--- config.mk ---
export PLATFORM = sky130hd
export DESIGN_NAME = uart_rx_param
export DESIGN_NICKNAME = d
export VERILOG_FILES = /design/src/rtl/uart_rx_param.sv
export SDC_FILE = /design/constraint.sdc
export NUM_CORES = 1
export LEC_CHECK = 0
export ABC_CLOCK_PERIOD_IN_PS = 4750
export BUFFER_PORTS_ARGS = -buffer_cell sky130_fd_sc_hd__clkbuf_2
export CORE_MARGIN = 1
export CORE_UTILIZATION = 45
export CTS_CLUSTER_SIZE = 28
export DETAILED_ROUTE_END_ITERATION = 12
export GPL_TIMING_DRIVEN = 0
export SLEW_MARGIN = 20
export SYNTH_ARGS = -nofsm -noshare
export SYNTH_HDL_FRONTEND = slang
export SYNTH_SLANG_ARGS = --single-unit
--- constraint.sdc ---
create_clock -name clk -period 4.75 [get_ports clk]
set_input_delay 1.425 -clock clk [delete_from_list [all_inputs] [get_ports clk]]
set_output_delay 1.425 -clock clk [all_outputs]
set_load 0.01 [all_outputs]
--- src/rtl/uart_rx_param.sv ---
// Parametrised UART receiver: mid-bit sampling, 5-9 data bits, 1-2 stop bits, valid/ready output
// with a one-entry holding register and overrun pulse. Optional parity is enabled by UART_RX_PARITY_EN.
module uart_rx_param #(
    parameter int CLKS_PER_BIT = 868,
    parameter int DATA_BITS    = 8,
    parameter int STOP_BITS    = 1,
    parameter int PARITY_ODD   = 0
) (
    input  logic                 clk,
    input  logic                 reset,
    input  logic                 rx,
    output logic [DATA_BITS-1:0] data_out,
    output logic                 valid,
    input  logic                 ready,
    output logic                 frame_err,
    output logic                 parity_err,
    output logic                 overrun
);
    localparam int CW = $clog2(CLKS_PER_BIT);
    localparam int IW = $clog2(DATA_BITS);
    localparam logic [CW-1:0] HALF_M1   = CW'(CLKS_PER_BIT / 2 - 1);
    localparam logic [CW-1:0] FULL_M1   = CW'(CLKS_PER_BIT - 1);
    localparam logic [IW-1:0] LAST_IDX  = IW'(DATA_BITS - 1);
    localparam logic          LAST_STOP = (STOP_BITS == 2);

    localparam logic [2:0] IDLE   = 3'd0;
    localparam logic [2:0] START  = 3'd1;
    localparam logic [2:0] DATA   = 3'd2;
`ifdef UART_RX_PARITY_EN
    localparam logic [2:0] PARITY = 3'd3;
`endif
    localparam logic [2:0] STOP   = 3'd4;

    logic                 rx_meta, rx_s;
    logic [2:0]           state;
    logic [CW-1:0]        cnt;
    logic [IW-1:0]        bit_idx;
    logic                 stop_idx;
    logic [DATA_BITS-1:0] shift;
    logic                 fe_acc;
`ifdef UART_RX_PARITY_EN
    logic                 pe_acc;
`endif

    logic tick, frame_done;
    assign tick       = (cnt == FULL_M1);
    assign frame_done = (state == STOP) && tick && (stop_idx == LAST_STOP);

    always_ff @(posedge clk) begin
        if (reset) begin
            rx_meta   <= 1'b1;
            rx_s      <= 1'b1;
            state     <= IDLE;
            cnt       <= '0;
            bit_idx   <= '0;
            stop_idx  <= 1'b0;
            shift     <= '0;
            fe_acc    <= 1'b0;
            data_out  <= '0;
            valid     <= 1'b0;
            frame_err <= 1'b0;
            overrun   <= 1'b0;
`ifdef UART_RX_PARITY_EN
            pe_acc     <= 1'b0;
            parity_err <= 1'b0;
`endif
        end else begin
            rx_meta <= rx;
            rx_s    <= rx_meta;
            overrun <= 1'b0;

            case (state)
                IDLE: begin
                    cnt <= '0;
                    if (!rx_s) state <= START;
                end
                START: begin
                    if (cnt == HALF_M1) begin
                        cnt <= '0;
                        if (rx_s) begin
                            state <= IDLE;  // start bit vanished: glitch
                        end else begin
                            state   <= DATA;
                            bit_idx <= '0;
                            fe_acc  <= 1'b0;
                        end
                    end else begin
                        cnt <= cnt + 1'b1;
                    end
                end
                DATA: begin
                    if (tick) begin
                        cnt            <= '0;
                        shift[bit_idx] <= rx_s;
                        if (bit_idx == LAST_IDX) begin
`ifdef UART_RX_PARITY_EN
                            state <= PARITY;
`else
                            state <= STOP;
`endif
                            stop_idx <= 1'b0;
                        end else begin
                            bit_idx <= bit_idx + 1'b1;
                        end
                    end else begin
                        cnt <= cnt + 1'b1;
                    end
                end
`ifdef UART_RX_PARITY_EN
                PARITY: begin
                    if (tick) begin
                        cnt      <= '0;
                        pe_acc   <= (^shift) ^ rx_s ^ 1'(PARITY_ODD);
                        state    <= STOP;
                        stop_idx <= 1'b0;
                    end else begin
                        cnt <= cnt + 1'b1;
                    end
                end
`endif
                STOP: begin
                    if (tick) begin
                        cnt <= '0;
                        if (!rx_s) fe_acc <= 1'b1;
                        if (stop_idx == LAST_STOP) state <= IDLE;
                        else stop_idx <= 1'b1;
                    end else begin
                        cnt <= cnt + 1'b1;
                    end
                end
                default: state <= IDLE;
            endcase

            // A completing frame may overwrite the holding register only if it is empty or draining now.
            if (frame_done) begin
                if (!valid || ready) begin
                    data_out  <= shift;
                    frame_err <= fe_acc | ~rx_s;
`ifdef UART_RX_PARITY_EN
                    parity_err <= pe_acc;
`endif
                    valid     <= 1'b1;
                end else begin
                    overrun <= 1'b1;
                end
            end else if (valid && ready) begin
                valid <= 1'b0;
            end
        end
    end

`ifndef UART_RX_PARITY_EN
    assign parity_err = 1'b0;
`endif

endmodule
==> results.toml <==
[clocking]
cts_max_level = 2
cts_tree = "built"
clockRootBuffer = "clkbuf_8"
cts.clk_slew.worst_paths_ns = 0.07
post_cts_resized = 0
cts.path.max_buffers = 2
cts_setup_buffers = 0
cts_made_buffers = 5
cts.sink_count = 38
clock_latency_ns = 0.29
holdBufCountCts = 0

[critical_path]
reg2reg_from = "cnt[0]"
crit_path_start_kind = "input pin"
cp.required_ns = 4.91
worstSetupStartpoint = "reset"
cp.arrival_ns = 2.49
critPathKind = "input pin to flip-flop"
end_kind = "flip-flop"
critPathMaxFanout = 10

[run_status]
status = "completed"

[synthesis]
ys_seq_area_frac = 0.4190
synth_area_leaders = "dfxtp_1 (42%), mux2i_1 (7.7%), nor2_1 (5.6%)"
synth-seq-cells = 38
yosys.area.top_type_share = 0.4190
syn_inst = 209
synthFlopType = "dfxtp_1"
syn-num-nets = 217
synth.most_common_cell = "dfxtp_1"
synth_common_cells = "dfxtp_1 (38), nor2_1 (27), nand2_1 (26), nand3_1 (16), mux2i_1 (14)"
synth_edf_count = 0
yosys_warnings = 0
ys_types = 43
synth-async-reset-ratio = 0
netlist_area_mm2 = 0.001815
synth_top_area_cell = "dfxtp_1"
syn_area_per_cell_um2 = 8.687

[power_and_ir_drop]
ir_worst_vdd_mv = 0.1686
p_leak_uw = 0.0008620
powerDensity_mw_per_mm2 = 302.0

[route]
wl_per_cell_um = 13.64
first_pass_iters = 4
postRouteAntennaNets = 0
first_iter_violations = 128
num_vias = 1560
wl_um = 3792
via_per_inst = 5.612
post-route-drc-count = 0

[sta]
finClkSkew_ns = 0.006145
slew_viol_final = 0
post-route-period-util = 0.4895
grt_setup_unrepaired = "false"
fmax_ghz = 0.4301
finalHoldViolCount = 0
finalCriticalPeriod_ns = 2.325
setup_viol = 0
setup_ws_ns = 2.425
finalSetupTns_ns = 0
relSlewSlack = 0.5250
tightestPinTransition_ns = 0.7098

[layout]
drive_gt1_frac = 0.1565
nets = 238
antenna_cells = 0
area_delta_synth_final_pct = 13.37
finalNonFillerCells = 278

[placed_design]
routabilityCongestion = 0.8023
dpl.hpwl_um = 2661
place_ws_ns = 2.089
place.port_buffers = 14
dp_cells = 271

[grt]
grt_antenna_before_repair = 0
grt_max_degree = 12
track_usage = 0.2010
grt_overflow = 0
grt_pass1_wl_um = 6417
grt_pass1_vias = 1444

[die]
row_count = 22
dieWidth_um = 65.52
design.die.area_mm2 = 0.004292
initial_core_util = 0.4814
core_mm2 = 0.003771
boundaryPins = 16
die_y_um = 65.52

[min_path]
min_path_type = "flip-flop to flip-flop"
hp-start = "rx_meta"

[job]
cap_violations = 0
-- critical path: stages --
cell	delay, ns
clkbuf_2	0.11
clkbuf_1	0.37
clkbuf_1	0.48
nor2_1	0.10
-- sequential cells by signal (all words and copies together) (netlist names) --
name / count
cnt: 10
shift: 8
rx_meta: 1
state: 3
overrun: 1
data_out: 8
fe_acc: 1
frame_err: 1
bit_idx: 3
rx_s: 1
valid: 1
-- path summary, 6_finish.rpt --
path | cells past startpoint | slack, ns | to
setup / recovery | 4 | 2.43 | shift[1]
hold reg to reg | 1 | 0.41 | rx_s
hold / removal | 1 | 0.41 | rx_s
setup reg to reg | 6 | 2.64 | state[2]
-- report_power, final --
group          switching, uW  internal, uW  total, uW
Combinational           13.1          6.24       19.3
Clock                    113           168        281
Sequential             0.937           320        321
-- cells by family after synthesis --
| family | count (synthesis) | synth area share |
|---|---|---|
| compound gates | 28 | 0.1006 |
| xor+xnor | 2 | 0.009650 |
| fa+ha+maj | 4 | 0.02757 |
| buf+inv | 13 | 0.03170 |
| flops | 38 | 0.4190 |
| mux | 14 | 0.07719 |
| other cells | 1 | 0.002066 |
| simple gates | 109 | 0.3322 |
-- area by class of cell --
type	instances	area (um2)
multi-input cells	158	997.2
plain buffers	11	50.05
clock buffers	6	82.58
clock inverters	1	30.03
fillers	339	1713
repair buffers	14	70.07
flip-flops and latches	38	760.7
well taps	48	60.06
inverters	2	7.507
-- metal layers --
layer,part of all wire,vias up,global-route usage,wire length (um)
li1,-,783,-,-
met1,0.47,722,0.2519,1791
met2,0.46,44,0.3106,1727
met3,0.048,11,0.05382,183
met4,0.023,0,0.1114,89
met5,0,-,0,0
-- metrics by stage --
stage          hold WS, ns  power (uW)  instance area [um2]  utilization
6_report            0.4115       621.6                 2058       0.5458
5_1_grt             0.4459       640.3                 2058       0.5458
4_1_cts             0.4159       628.5                 2058       0.5458
3_5_place_dp        0.4023       347.7                 1946       0.5159
3_3_place_gp        0.4001       347.1                 1946       0.5159
2_1_floorplan       0.3895       341.3                 1815            -
-- cells in the final DEF, fill, tap and decap left out, types with 3 or more instances in the layout --
cell type,instances
nor2_1,27
nor3_1,3
nand3b_1,3
nand2_1,26
clkbuf_8,6
nand4_1,4
nor2b_1,4
or2_2,3
ha_1,4
buf_2,4
o21ai_0,6
mux2i_1,14
a21oi_1,8
dfxtp_1,38
a31oi_1,7
nand3_1,16
clkbuf_1,6
clkbuf_2,14
Power figures use the tool's default switching activity.
